[config.mk]
export PLATFORM = sky130hd
export DESIGN_NAME = pll_lock_sequencer
export DESIGN_NICKNAME = d
export VERILOG_FILES = /design/src/rtl/pll_lock_sequencer_pkg.sv /design/src/rtl/sync_2ff.sv /design/src/rtl/pll_lock_sequencer.sv
export SDC_FILE = /design/constraint.sdc
export NUM_CORES = 1
export LEC_CHECK = 0
export BUFFER_PORTS_ARGS = -buffer_cell sky130_fd_sc_hd__buf_2
export CAP_MARGIN = 5
export CORE_AREA = 2 2 58 60
export CTS_BUF_LIST = sky130_fd_sc_hd__clkbuf_8
export CTS_CLUSTER_DIAMETER = 200
export DETAILED_ROUTE_END_ITERATION = 6
export DIE_AREA = 0 0 60 62
export MAX_ROUTING_LAYER = met4
export PLACE_DENSITY = 0.78
export SLEW_MARGIN = 15
export SYNTH_ARGS = -nofsm -noshare
export SYNTH_HDL_FRONTEND = slang
export SYNTH_HIERARCHICAL = 1
export SYNTH_SLANG_ARGS = --single-unit
export TNS_END_PERCENT = 50
[constraint.sdc]
create_clock -name clock_in -period 2.65 [get_ports clock_in]
set_clock_uncertainty 0.1 [all_clocks]
set_input_delay 0.1325 -clock clock_in [delete_from_list [all_inputs] [get_ports clock_in]]
set_output_delay 0.1325 -clock clock_in [all_outputs]
set_load 0.01 [all_outputs]
[src/rtl/pll_lock_sequencer_pkg.sv]
// rtl/pll_lock_sequencer_pkg.sv - state encodings and default timing for the PLL lock sequencer
package pll_lock_sequencer_pkg;

  typedef enum logic [2:0] {
    RESET_PLL = 3'd0,
    WAIT_LOCK = 3'd1,
    STABILIZE = 3'd2,
    RUN       = 3'd3,
    FAULT     = 3'd4
  } pll_state_e;

  localparam int DEF_PLL_RESET_CYCLES   = 16;
  localparam int DEF_LOCK_TIMEOUT       = 12000;
  localparam int DEF_LOCK_STABLE_CYCLES = 1200;
  localparam int DEF_MAX_RETRIES        = 3;

  function automatic int max3(input int a, input int b, input int c);
    int m;
    m = (a > b) ? a : b;
    return (m > c) ? m : c;
  endfunction

endpackage

[src/rtl/sync_2ff.sv]
// rtl/sync_2ff.sv - two-flop synchronizer with asynchronous active-low reset to 0
module sync_2ff #(
  parameter int WIDTH = 1
) (
  input  logic             clk,
  input  logic             rst_n,
  input  logic [WIDTH-1:0] d,
  output logic [WIDTH-1:0] q
);

  logic [WIDTH-1:0] meta_q;

  always_ff @(posedge clk or negedge rst_n) begin
    if (!rst_n) begin
      meta_q <= '0;
      q      <= '0;
    end else begin
      meta_q <= d;
      q      <= meta_q;
    end
  end

endmodule

[src/rtl/pll_lock_sequencer.sv]
// rtl/pll_lock_sequencer.sv - drives PLL RESETB, qualifies LOCK and gates the system reset
module pll_lock_sequencer
  import pll_lock_sequencer_pkg::*;
#(
  parameter int PLL_RESET_CYCLES   = DEF_PLL_RESET_CYCLES,
  parameter int LOCK_TIMEOUT       = DEF_LOCK_TIMEOUT,
  parameter int LOCK_STABLE_CYCLES = DEF_LOCK_STABLE_CYCLES,
  parameter int MAX_RETRIES        = DEF_MAX_RETRIES
) (
  input  logic       clock_in,
  input  logic       reset_n,
  input  logic       pll_locked,
  input  logic       restart_req,
  output logic       pll_resetb,
  output logic       sys_reset_n,
  output logic       ready,
  output logic       fault,
  output logic [1:0] retry_count,
  output logic [7:0] lock_loss_cnt
);

  localparam int CNT_W = $clog2(max3(PLL_RESET_CYCLES, LOCK_TIMEOUT, LOCK_STABLE_CYCLES) + 1);
  localparam int ATT_W = $clog2(MAX_RETRIES + 1);

  localparam logic [CNT_W-1:0] RESET_LAST   = CNT_W'(PLL_RESET_CYCLES - 1);
  localparam logic [CNT_W-1:0] TIMEOUT_LAST = CNT_W'(LOCK_TIMEOUT - 1);
  // The WAIT_LOCK cycle that first sees lock_s is the first of the stable cycles.
  localparam logic [CNT_W-1:0] STABLE_LAST  =
    CNT_W'((LOCK_STABLE_CYCLES > 1) ? LOCK_STABLE_CYCLES - 2 : 0);

  pll_state_e       state_q, state_d;
  logic [CNT_W-1:0] cnt_q, cnt_d;
  logic [ATT_W-1:0] attempt_q, attempt_d;
  logic [7:0]       loss_d;
  logic             lock_s;

  sync_2ff #(.WIDTH(1)) u_lock_sync (
    .clk   (clock_in),
    .rst_n (reset_n),
    .d     (pll_locked),
    .q     (lock_s)
  );

  always_ff @(posedge clock_in or negedge reset_n) begin
    if (!reset_n) begin
      state_q   <= RESET_PLL;
      cnt_q     <= '0;
      attempt_q <= '0;
    end else begin
      state_q   <= state_d;
      cnt_q     <= cnt_d;
      attempt_q <= attempt_d;
    end
  end

  always_comb begin
    state_d   = state_q;
    cnt_d     = cnt_q + CNT_W'(1);
    attempt_d = attempt_q;
    loss_d    = lock_loss_cnt;

    case (state_q)
      RESET_PLL: begin
        if (cnt_q == RESET_LAST) state_d = WAIT_LOCK;
      end
      WAIT_LOCK: begin
        if (lock_s) begin
          state_d = STABILIZE;
        end else if (cnt_q == TIMEOUT_LAST) begin
          if (int'(attempt_q) + 1 >= MAX_RETRIES) begin
            state_d = FAULT;
          end else begin
            attempt_d = attempt_q + ATT_W'(1);
            state_d   = RESET_PLL;
          end
        end
      end
      STABILIZE: begin
        if (!lock_s)                   state_d = WAIT_LOCK;
        else if (cnt_q == STABLE_LAST) state_d = RUN;
      end
      RUN: begin
        cnt_d = cnt_q;
        // Lock loss wins over a coincident restart so the loss is always recorded.
        if (!lock_s) begin
          state_d   = RESET_PLL;
          attempt_d = '0;
          loss_d    = (lock_loss_cnt == 8'hFF) ? lock_loss_cnt : lock_loss_cnt + 8'd1;
        end else if (restart_req) begin
          state_d   = RESET_PLL;
          attempt_d = '0;
        end
      end
      FAULT: begin
        cnt_d = cnt_q;
        if (restart_req) begin
          state_d   = RESET_PLL;
          attempt_d = '0;
        end
      end
      default: state_d = RESET_PLL;
    endcase

    if (state_d != state_q) cnt_d = '0;
  end

  // Outputs are registered from the next state so they change on the same edge as the state.
  always_ff @(posedge clock_in or negedge reset_n) begin
    if (!reset_n) begin
      pll_resetb    <= 1'b0;
      sys_reset_n   <= 1'b0;
      ready         <= 1'b0;
      fault         <= 1'b0;
      retry_count   <= 2'd0;
      lock_loss_cnt <= 8'd0;
    end else begin
      pll_resetb    <= (state_d == WAIT_LOCK) || (state_d == STABILIZE);
      sys_reset_n   <= (state_d == RUN);
      ready         <= (state_d == RUN);
      fault         <= (state_d == FAULT);
      retry_count   <= (int'(attempt_d) > 3) ? 2'd3 : 2'(attempt_d);
      lock_loss_cnt <= loss_d;
    end
  end

endmodule

# --- Word level (Yosys, flattened, before mapping) ---
# Index checks and enable logic that the tools add are counted.
totals:
  in_bits: 4
  ff_bits: 32
  output_inout_bits: 14
  wordCells: 56
op_classes:
  reduce_logical: 6
  n_bitwise: 2
  order_cmp: 1
  n_mux: 17
  add_sub_neg: 4
  eq_ne: 17
ops:
  columns: ["operator", "count"]
  rows:
  - ["2-to-1 mux 14 bit", 2]
  - ["2-to-1 mux 3 bit", 8]
  - ["one-hot mux 3 bit (5 select lines)", 1]
  - ["adder 14 x 1 -> 14 bit (second input constant)", 1]
  - ["== test 14 x 11 -> 1 bit (second input constant)", 1]
  - ["== test 14 bit (second input constant)", 1]
  - ["== test 14 x 4 -> 1 bit (second input constant)", 1]
  - ["== test 3 x 2 -> 1 bit (second input constant)", 4]
  - ["2-to-1 mux 2 bit", 5]
  - ["adder 8 x 1 -> 8 bit (second input constant)", 1]
  - ["== test 8 bit (second input constant)", 1]
  - ["== test 3 x 1 -> 1 bit (second input constant)", 2]
  - ["== test 3 bit (second input constant)", 2]
  - ["inequality test 2 bit (second input constant)", 3]
  - ["one-hot mux 2 bit (3 select lines)", 1]
  - ["AND reduction 4 bit", 1]
  - ["adder 2 x 1 -> 3 bit (second input constant)", 1]
  - ["greater-or-equal comparator 3 x 2 -> 1 bit (second input constant)", 1]
  - ["zero test 3 bit", 1]
  - ["inequality test 3 bit", 1]
  - ["AND reduction 3 bit", 1]
  - ["nonzero test 3 bit", 1]
  - ["adder 2 x 1 -> 2 bit (second input constant)", 1]
  - ["inequality test 2 x 1 -> 1 bit (second input constant)", 1]
  - ["other kinds (3)", 4]

# --- Depth between registers and ports, before layout ---
# Gate-level depths: netlist of the first run.
depth:
  word_depth: 8
  depth_mapped: 9

# --- Cells and area by module ---
# The synthesis of the first run kept the hierarchy.
by_module_without_submodules:
  columns: ["mod", "area_per_inst_um2", "cells_per_inst", "instances"]
  rows:
  - ["pll_lock_sequencer", 1719.1, 168, 1]
  - ["sync_2ff", 50.0, 2, 1]

# --- Worst setup path after synthesis of the first run ---
# OpenSTA, ideal clock, no wires.
synth_timing:
  path_type: "register to register"
  from: "reg cnt_q[0]"
  to: "reg cnt_q[4]"
  period_less_slack_ps: 2195
  n_path_buf: 2
  path_stages_with_launch: 9
  arrival_time_ps: 2022
  path_slack_ps: 455
  cell_sequence: "dfrtp_1 ha_1 nand4b_4 nor4_4 nor2_2 or4_1 buf_2 buf_6 a21oi_2"
synth_between:
  elab_chain_len: 6
  word_cells_on_any_way: 14
  cone_classes: "1 x add/sub; 5 x eq/ne; 8 x mux"
synth_lines:
  columns: ["item", "line_no", "rtl"]
  rows:
  - ["start, declared", "pll_lock_sequencer.sv:32", "logic [CNT_W-1:0] cnt_q, cnt_d;"]
  - ["start signal, assigned", "pll_lock_sequencer.sv:51", "cnt_q <= cnt_d;"]
  - ["== test 14 x 11 -> 1 bit or == test 14 bit (tied branches)", "pll_lock_sequencer.sv:80, pll_lock_sequencer.sv:69", null]
  - ["2-to-1 mux 3 bit (on tied branches)", "pll_lock_sequencer.sv:80, pll_lock_sequencer.sv:69", null]
  - ["2-to-1 mux 3 bit (on tied branches)", "pll_lock_sequencer.sv:79, pll_lock_sequencer.sv:67", null]
  - ["one-hot mux 3 bit (5 select lines)", "pll_lock_sequencer.sv:62", "case (state_q)"]
  - ["inequality test 3 bit", "pll_lock_sequencer.sv:104", "if (state_d != state_q) cnt_d = '0;"]
  - ["inequality test 2 x 1 -> 1 bit (no line) or 2-to-1 mux 14 bit (tied branches)", null, null]
# Parallel ways exist; a longest one is shown, timed or not. The select of a mux whose other input is x is not followed.
# A chain may end at the register's enable or synchronous reset.

# --- Final worst setup path of the first run ---
layout_timing:
  from: "reg cnt_q[0]"
  to: "reg cnt_q[2]"
# The elaborated chain is that of the path after synthesis.

==> metrics, run 1 <==
status=finished clean; total count of max-transition violations in the final report=0; die outline area=3720 µm²; number of unique standard cell types used by synthesis=45; number of antenna violations at the first check in global routing=0; total via count after detailed routing=1333; standard cell core area=3179 µm²; syn avg cell area=10.41 µm²; leakage power figure=0.8981 nW; DRC=0; worst-path cell chain=ha_1 > nand4b_4 > nor4_4 > nor2_2 > or4_1 > buf_4 > a21oi_1; area fraction in and, or, nand and nor cells after synthesis=23.27%; total buffers and inverters traversed by the critical path=1; final clock period utilization by the worst path=90.41%; Worst Max-Slew Pin Slew=0.6913 ns; sequential element share of the synthesized area=45.26%; antenna cell count=0; reg2reg setup slack=0.25 ns; element type at the critical path end=register; launching element of the worst setup path=cnt_q[0]$_DFFE_PN0P_; gr usage total=20.09%; class of the worst hold path=in2reg; power after layout=0.001501 W; CTS tree=yes; starting utilization of the core area=55.65%; cts-stage hold buffer count=2; clock sink total=32; Peak VDD IR=469.2 µV; master of the slowest instance on the critical path=sky130_fd_sc_hd__or4_1; top-level I/O count=18; relative area change from synthesis to final layout=11.95%; Arr. time, crit path=2.50 ns; cell chosen for the clock root=sky130_fd_sc_hd__clkbuf_8; endpoint required time on the critical path=2.75 ns; setup bufs post-CTS=0; number of standard-cell rows in the floorplan=21; overall die height=62 µm; total of flip-flops plus latches after synthesis=32; RSZ-0062 raised after global routing=no; met3 GRT Util=7.039%; antenna-violating nets left=0; input/output buffers=17; number of buffers created by CTS=5; total negative slack for setup checks=0 ns; Worst Path Max Fanout=13; post-route design area=1981 µm²; buffer depth of the longest clock path=2; M1 GR Usage=24.38%; final setup violation count=0; number of cells on the worst reg-to-reg path=7; number of global-route vias before repair=1241; gr ovfl total=0; width of the die=60 µm; Clk Latency, worst-skew pair=0.28 ns; post-detailed-route via-to-cell ratio=5.624; Peak Freq=417.4 MHz; estimated wirelength of the detail-placed design=2326 µm; PwrDens=757.6 nW/µm²; leading cell type in the layout, fill and taps excluded=sky130_fd_sc_hd__dfrtp_1; reg-to-reg critical path endpoint=cnt_q[2]$_DFFE_PN0P_; launch instance of the worst register-to-register path=cnt_q[0]$_DFFE_PN0P_; number of max-cap violations=0; family with the most delay on the worst path=simple AND/OR/NAND/NOR gates; Post-Route WL=3244 µm; fraction of layout instances using a drive strength above 1=23.56%; proportion of synthesized area in mux cells=0.6365%; synthesized cell area=1769 µm²; main combinational cell family by area after synthesis=simple AND/OR/NAND/NOR gates; Mapped Nets=179; top library cells by usage in the layout, fill and taps aside=sky130_fd_sc_hd__dfrtp_1, sky130_fd_sc_hd__buf_2, sky130_fd_sc_hd__xnor2_1, sky130_fd_sc_hd__nand2_1; # resized after CTS=0; Critical Setup Path Class=reg2reg; first-pass detailed-route iteration total=4; number of warnings reported in the yosys synthesis log=6; number of hold violations in the final report=0; number of cells on the critical path=7; Total Nets Final=200; number of violations reported at the end of detailed-routing iteration 0=51; Routability Congestion=0.8767; pin count of the biggest net entering global routing=33; Max H-tree Level=2; share of synthesized cell area in full adder, half adder and majority cells=3.536%; delay contributed by the slowest stage of the critical path=0.56 ns; compound-cell area share of the yosys netlist=13.15%; Post-DP Area=1883 µm²; global-route met2 utilization=31.68%; number of inserted filler cells in the final layout=267; Synth Area in XOR/XNOR=10.40%; Reg clk slew, reported paths=0.06 ns; busiest layer in global routing=met2; final core utilization=62.30%; relative slew slack=53.91%; first-pass GRT wire length=5333 µm; wire length per cell after detailed routing=13.69 µm; end of the critical path=cnt_q[2]$_DFFE_PN0P_; critical path launch point type=register; shortest clock period the worst path allows after layout=2.396 ns; Synth Instances=170
## per-layer routing
layer,routed length (µm),up-vias
met1,1498,648
met2,1586,34
met5,0,-
met3,140,2
met4,19,0
li1,-,649
## through the flow
stage / worst slack [ns] / hold slack, ns / instances
after detailed placement: 0.2787 / 0.1210 / 228
after floorplan: 0.4552 / -0.2631 / 170
after CTS: 0.2618 / 0.1448 / 237
after global placement: 0.3799 / 0.09990 / 228
after global routing: 0.09451 / 0.1851 / 237
final: 0.2540 / 0.1509 / 237
## report_power, final
part	internal, W	switching, W
combinational	0.000205	0.000298
sequential	0.000565	0.0000990
clock	0.000174	0.000159
## area by class of cell
class	count	area, µm²	share of cell area [%]
multi-input cells	125	902.1	45.55
clock inverters	2	8.758	0.4422
flip-flops and latches	32	800.8	40.43
inverters	6	22.52	1.137
repair buffers	21	120.1	6.064
well taps	46	57.56	2.906
clock buffers	5	68.82	3.474
## state kept, by name, indices dropped and copies added (netlist names)
| signal | count |
|---|---|
| lock_loss_cnt | 8 |
| u_lock_sync/meta_q | 1 |
| cnt_q | 14 |
| pll_resetb | 1 |
| u_lock_sync/q | 1 |
| retry_count | 2 |
| ready | 1 |
| state_q | 3 |
| fault | 1 |
## worst min-delay path by stage
stage,cells after the start,slack (ns),end,start
global route,4,0.19,ready$_DFF_PN0_,restart_req
floorplan,0,-0.26,cnt_q[0]$_DFFE_PN0P_,reset_n
finish,4,0.15,ready$_DFF_PN0_,restart_req
detailed placement,1,0.12,retry_count[0]$_DFFE_PN0P_,reset_n
CTS,4,0.14,ready$_DFF_PN0_,restart_req
global placement,1,0.1,retry_count[0]$_DFFE_PN0P_,reset_n
## logic make-up after synthesis
family	count (synthesis)
adders and majority gates	5
and+or+nand+nor	67
AOI/OAI and AO/OA	31
xor gates and xnor gates	21
DFF	32
buffers and inverters	13
muxes	1
## worst register-to-register path: stages (launching register included)
cell and delay [ns]:
sky130_fd_sc_hd__dfrtp_1 0.40, sky130_fd_sc_hd__ha_1 0.25, sky130_fd_sc_hd__nand4b_4 0.13, sky130_fd_sc_hd__nor4_4 0.40, sky130_fd_sc_hd__nor2_2 0.08, sky130_fd_sc_hd__or4_1 0.56, sky130_fd_sc_hd__buf_4 0.24, sky130_fd_sc_hd__a21oi_1 0.16
## synth_stat cells (all sizes together)
cell | instances | area [µm²]
nand3 | 4 | 25.02
a311oi | 1 | 15.01
inv | 6 | 22.52
nand2 | 12 | 45.04
and4 | 1 | 8.760
nor2 | 8 | 32.54
nor4 | 4 | 40.04
nor3b | 2 | 15.01
or2 | 2 | 12.52
nand3b | 1 | 7.510
or4 | 1 | 7.510
dfrtp | 32 | 800.8
and3 | 4 | 25.02
xor2 | 5 | 43.79
ha | 5 | 62.56
or3 | 2 | 12.51
mux2 | 1 | 11.26
xnor2 | 16 | 140.1
nand4b | 2 | 32.53
o21ai | 7 | 35.03
nand4 | 9 | 56.30
buf | 5 | 36.28
or2b | 1 | 8.760
nand2b | 2 | 12.51
a2bb2oi | 1 | 8.760
nor3 | 7 | 35.03
o32ai | 1 | 8.760
and2 | 3 | 20.02
o31ai | 1 | 7.510
and3b | 1 | 8.760
a221oi | 1 | 15.01
a21oi | 18 | 135.1
nor2b | 1 | 6.260
clkbuf | 2 | 7.510
a211oi | 1 | 7.510
Power figures use the tool's default switching activity.
==> inputs of run 2 (changes only) <==
Settings changed: CORE_AREA 2 2 58 60 to 2 2 66 68, DIE_AREA 0 0 60 62 to 0 0 68 70, PLACE_DENSITY 0.78 to unset.
==> metrics, run 2 (synthesized netlist as in run 1, its figures left out) <==
post-route design area=2037 µm²; count of cells along the worst hold path=4; wl on met1=1491 µm; DRC=0; post-detailed-route via-to-cell ratio=5.407; status=finished clean; relative slew slack=53.25%; Max H-tree Level=2; number of global-route vias before repair=1301; cell chosen for the clock root=sky130_fd_sc_hd__clkbuf_8; antenna cell count=0; reg-to-reg critical path endpoint=cnt_q[13]$_DFFE_PN0P_; power after layout=0.001641 W; first-pass detailed-route iteration total=4; Arr. time, crit path=2.50 ns; launch instance of the worst register-to-register path=cnt_q[0]$_DFFE_PN0P_; fraction of power consumed by the clock network=28.1%; clock sink total=32; Worst Path Max Fanout=6; area occupied by registers=800.8 µm²; Peak Freq=418.9 MHz; Sw Ratio=35.35%; number of antenna violations at the first check in global routing=0; Reg clk slew, reported paths=0.07 ns; element type at the critical path end=register; shortest clock period the worst path allows after layout=2.387 ns; leading cell type in the layout, fill and taps excluded=sky130_fd_sc_hd__dfrtp_1; PwrDens=805.8 nW/µm²; width of the die=68 µm; Post-Route WL=3415 µm; register ranked first by flip-flop count=cnt_q; hold path startpoint=restart_req; reg2reg setup slack=0.26 ns; Clk Latency, worst-skew pair=0.29 ns; total via count after detailed routing=1330; detailed route wirelength on metal3=161 µm; Critical Setup Path Class=reg2reg; internal power consumption=0.001061 W; die outline area=4760 µm²; uppermost signal routing layer after detailed routing=met4; top library cells by usage in the layout, fill and taps aside=sky130_fd_sc_hd__dfrtp_1, sky130_fd_sc_hd__buf_2, sky130_fd_sc_hd__xnor2_1, sky130_fd_sc_hd__nand2_1; estimated wirelength of the detail-placed design=2517 µm; wire length per cell after detailed routing=13.88 µm; buffer depth of the longest clock path=2; total count of max-transition violations in the final report=0; top-level I/O count=18; pin count of the biggest net entering global routing=33; standard cell core area=4144 µm²; power dissipated by switching net loads=0.0005802 W; RSZ-0062 raised after global routing=no; number of hold violations in the final report=0; number of cells on the worst reg-to-reg path=7; first-pass GRT wire length=5802 µm; final clock period utilization by the worst path=90.08%; relative area change from synthesis to final layout=15.13%; leakage power figure=0.9165 nW; CTS tree=yes; class of the worst hold path=in2reg; Flop pwr share=40.6%; gr ovfl total=0; antenna-violating nets left=0; endpoint required time on the critical path=2.76 ns; final setup violation count=0; biggest registers after layout=cnt_q (14), lock_loss_cnt (8), state_q (3); gr usage total=16.49%; Peak VDD IR=396.9 µV; Hold Crit Endpoint=ready$_DFF_PN0_; area taken by multi-input logic gates=902.1 µm²; starting utilization of the core area=42.69%; number of buffers created by CTS=5; number of inserted filler cells in the final layout=373; # resized after CTS=0; final core utilization=49.15%; Combinational Power Share=31.3%; number of standard-cell rows in the floorplan=24; total negative slack for setup checks=0 ns; Post-DP Area=1906 µm²; Worst Max-Slew Pin Slew=0.7013 ns; fraction of layout instances using a drive strength above 1=25.26%; number of flip-flops in the largest register=14; number of violations reported at the end of detailed-routing iteration 0=106; met2 WL post-DR=1705 µm; Total Nets Final=202; input/output buffers=17; overall die height=70 µm; Routability Congestion=0.8701; critical path launch point type=register; number of max-cap violations=0
-- run 2: cell count changes in the layout (fill, tap and decap cells not counted), sizes merged --
cell / before / now
inv: 7 / 6
buf: 19 / 21
bufinv: 0 / 1
clkinvlp: 0 / 1
-- run 2: power by group through the flow --
stage / sequential [W] / clock (W) / combinational (W)
after floorplan: 0.000647 / 0 / 0.000412
final: 0.000666 / 0.000461 / 0.000514
after global placement: 0.000666 / 0 / 0.000501
after CTS: 0.000664 / 0.000471 / 0.000519
after detailed placement: 0.000675 / 0 / 0.000513
after global routing: 0.000683 / 0.000497 / 0.000574
-- run 2: worst max-delay path, cell delays in order (launching register included) --
cell and delay (ns):
sky130_fd_sc_hd__dfrtp_1 0.40, sky130_fd_sc_hd__ha_1 0.25, sky130_fd_sc_hd__nand4b_4 0.13, sky130_fd_sc_hd__nor4_4 0.38
sky130_fd_sc_hd__nor2_2 0.09, sky130_fd_sc_hd__or4_1 0.61, sky130_fd_sc_hd__buf_4 0.22, sky130_fd_sc_hd__a21oi_1 0.12
-- run 2: stage by stage --
| step | hold WS, ns | std cells | worst slack [ns] |
|---|---|---|---|
| after floorplan | -0.2631 | 170 | 0.4552 |
| after global placement | 0.1081 | 236 | 0.3676 |
| after detailed placement | 0.1316 | 236 | 0.2969 |
| after CTS | 0.1204 | 246 | 0.2804 |
| after global routing | 0.1350 | 246 | 0.09112 |
| final | 0.1159 | 246 | 0.2629 |
-- run 2: final cells by class --
| type | instances | area share [%] |
|---|---|---|
| clock buffers | 5 | 3.378 |
| well taps | 52 | 3.194 |
| repair buffers | 23 | 6.634 |
| clock inverters | 3 | 2.088 |
| inverters | 6 | 1.106 |
| multi-input cells | 125 | 44.29 |
| flip-flops and latches | 32 | 39.31 |
-- run 2: timing repair --
action                                 4_1_cts  5_1_grt
buffers inserted                             0        0
hold buffers                                 2        0
endpoints found under the hold margin       33        0
-- run 2: worst max-delay path by stage --
stage | from | endpoint | cells past startpoint
floorplan | cnt_q[0]$_DFFE_PN0P_ | cnt_q[4]$_DFFE_PN0P_ | 8
global placement | cnt_q[0]$_DFFE_PN0P_ | cnt_q[0]$_DFFE_PN0P_ | 7
detailed placement | cnt_q[0]$_DFFE_PN0P_ | cnt_q[2]$_DFFE_PN0P_ | 7
CTS | cnt_q[0]$_DFFE_PN0P_ | cnt_q[13]$_DFFE_PN0P_ | 7
global route | cnt_q[1]$_DFFE_PN0P_ | cnt_q[0]$_DFFE_PN0P_ | 7
finish | cnt_q[0]$_DFFE_PN0P_ | cnt_q[13]$_DFFE_PN0P_ | 7
-- run 2: metal layers --
metal	global-route usage, %	vias to the layer above
met5	-	-
met4	5.556	0
met3	4.831	6
met2	26.43	24
met1	19.54	654
li1	-	646
==> inputs of run 3 (changes only) <==
Clock period 2.65 ns to 2.5 ns, I/O delays scaled along.
==> metrics, run 3 (synthesized netlist as in run 1, its figures left out) <==
shortest clock period the worst path allows after layout=2.286 ns; final setup violation count=0; number of hold violations in the final report=0; element type at the critical path end=register; antenna cell count=0; pin count of the biggest net entering global routing=33; leakage power figure=0.9164 nW; fraction of layout instances using a drive strength above 1=25.13%; RSZ-0062 raised after global routing=no; gr usage total=16.93%; post-detailed-route via-to-cell ratio=5.470; Routability Congestion=0.8578; total count of max-transition violations in the final report=0; delay contributed by the slowest stage of the critical path=0.59 ns; number of cells on the worst reg-to-reg path=7; starting utilization of the core area=42.69%; count of cells along the worst hold path=4; cell chosen for the clock root=sky130_fd_sc_hd__clkbuf_8; width of the die=68 µm; first-pass GRT wire length=5947 µm; DRC=0; number of inserted filler cells in the final layout=391; number of standard-cell rows in the floorplan=24; top-level I/O count=18; reg2reg setup slack=0.21 ns; Reg clk slew, reported paths=0.07 ns; family with the most delay on the worst path=simple AND/OR/NAND/NOR gates; top library cells by usage in the layout, fill and taps aside=sky130_fd_sc_hd__dfrtp_1, sky130_fd_sc_hd__buf_2, sky130_fd_sc_hd__xnor2_1, sky130_fd_sc_hd__nand2_1; Peak Freq=437.5 MHz; class of the worst hold path=in2reg; overall die height=70 µm; gr ovfl total=0; relative area change from synthesis to final layout=14.57%; wire length per cell after detailed routing=13.79 µm; number of flip-flops in the largest register=14; antenna-violating nets left=0; Critical Setup Path Class=reg2reg; final clock period utilization by the worst path=91.43%; number of global-route vias before repair=1354; # resized after CTS=0; reg-to-reg critical path endpoint=cnt_q[0]$_DFFE_PN0P_; total buffers and inverters traversed by the critical path=1; worst slack on hold paths=0.1278 ns; estimated wirelength of the detail-placed design=2519 µm; PwrDens=813.0 nW/µm²; number of violations reported at the end of detailed-routing iteration 0=64; standard cell core area=4144 µm²; CTS tree=yes; Arr. time, crit path=2.39 ns; Worst Max-Slew Pin Slew=0.7138 ns; endpoint required time on the critical path=2.61 ns; biggest registers after layout=cnt_q (14), lock_loss_cnt (8), state_q (3); input/output buffers=17; register ranked first by flip-flop count=cnt_q; Hold Crit Endpoint=ready$_DFF_PN0_; master of the slowest instance on the critical path=sky130_fd_sc_hd__or4_1; launch instance of the worst register-to-register path=cnt_q[1]$_DFFE_PN0P_; clock sink total=32; Worst Path Max Fanout=7; die outline area=4760 µm²; Clk Latency, worst-skew pair=0.28 ns; total negative slack for setup checks=0 ns; Peak VDD IR=283.5 µV; Total Nets Final=203; number of buffers created by CTS=5; Max H-tree Level=2; critical path launch point type=register; launching element of the worst setup path=cnt_q[1]$_DFFE_PN0P_; relative slew slack=52.41%; number of max-cap violations=0; hold path startpoint=restart_req; buffer depth of the longest clock path=2; first-pass detailed-route iteration total=4; Post-Route WL=3407 µm; leading cell type in the layout, fill and taps excluded=sky130_fd_sc_hd__dfrtp_1; status=finished clean; worst-path cell chain=ha_1 > nand4b_4 > nor4_4 > nor2_2 > or4_1 > buf_4 > a21oi_1; total via count after detailed routing=1351; number of antenna violations at the first check in global routing=0
-- run 3: cell types whose count changed in the layout (fill, tap and decap cells not counted), sizes merged --
cell	previous run	this run
buf	21	22
bufinv	1	0
clkbuf	5	6
clkinv	1	0
inv	6	7
-- run 3: timing repair --
| action | 4_1_cts | 5_1_grt |
|---|---|---|
| setup endpoints to repair | 0 | 0 |
| endpoints found under the hold margin | 33 | 0 |
| hold buffers | 2 | 0 |
| buffers inserted | 0 | 0 |
-- run 3: layout make-up --
type,instances,area (µm²),share of cell area [%]
Tap cell,52,65.06,3.210
Timing Repair Buffer,24,142.6,7.037
Clock buffer,6,82.58,4.074
Inverter,6,22.52,1.111
Sequential cell,32,800.8,39.51
Clock inverter,2,11.26,0.5556
Multi-Input combinational cell,125,902.1,44.51
-- run 3: worst max-delay path by stage --
stage                                  endpoint  slack [ns]  cells after the start
after global routing       cnt_q[0]$_DFFE_PN0P_        0.04                      7
after floorplan            cnt_q[4]$_DFFE_PN0P_        0.31                      8
after CTS                  cnt_q[0]$_DFFE_PN0P_        0.19                      7
final                      cnt_q[0]$_DFFE_PN0P_        0.21                      7
after detailed placement  cnt_q[13]$_DFFE_PN0P_        0.20                      7
after global placement     cnt_q[0]$_DFFE_PN0P_        0.30                      7
-- run 3: layer usage --
metal / GRT usage (%) / vias up / share of wire, %
met1: 19.25 / 674 / 43
met2: 27.72 / 24 / 51
met3: 4.831 / 7 / 3.8
met5: - / - / 0
met4: 6.444 / 0 / 1.9
li1: - / 646 / -
-- run 3: worst register-to-register path, stage by stage (launching register included) --
cell	delay, ns
sky130_fd_sc_hd__dfrtp_1	0.40
sky130_fd_sc_hd__ha_1	0.26
sky130_fd_sc_hd__nand4b_4	0.13
sky130_fd_sc_hd__nor4_4	0.32
sky130_fd_sc_hd__nor2_2	0.07
sky130_fd_sc_hd__or4_1	0.59
sky130_fd_sc_hd__buf_4	0.21
sky130_fd_sc_hd__a21oi_1	0.12
-- run 3: power breakdown --
| group | leakage, nW | switching (W) | internal [W] |
|---|---|---|---|
| clock | 0.0486 | 0.000184 | 0.000219 |
| sequential | 0.428 | 0.000107 | 0.000599 |
| combinational | 0.440 | 0.000308 | 0.000230 |
| total | 0.916 | 0.000600 | 0.00105 |
-- run 3: per-stage QoR --
stage          power (W)  worst slack [ns]  std cells  area [µm²]  util, %
6_report        0.001648            0.2142        247        2027    48.91
5_1_grt         0.001780           0.03992        247        2027    48.91
4_1_cts         0.001666            0.1900        247        2027    48.91
3_5_place_dp    0.001253            0.2012        237        1913    46.17
3_3_place_gp    0.001237            0.2980        237        1913    46.17
2_1_floorplan   0.001123            0.3052        170        1769        -
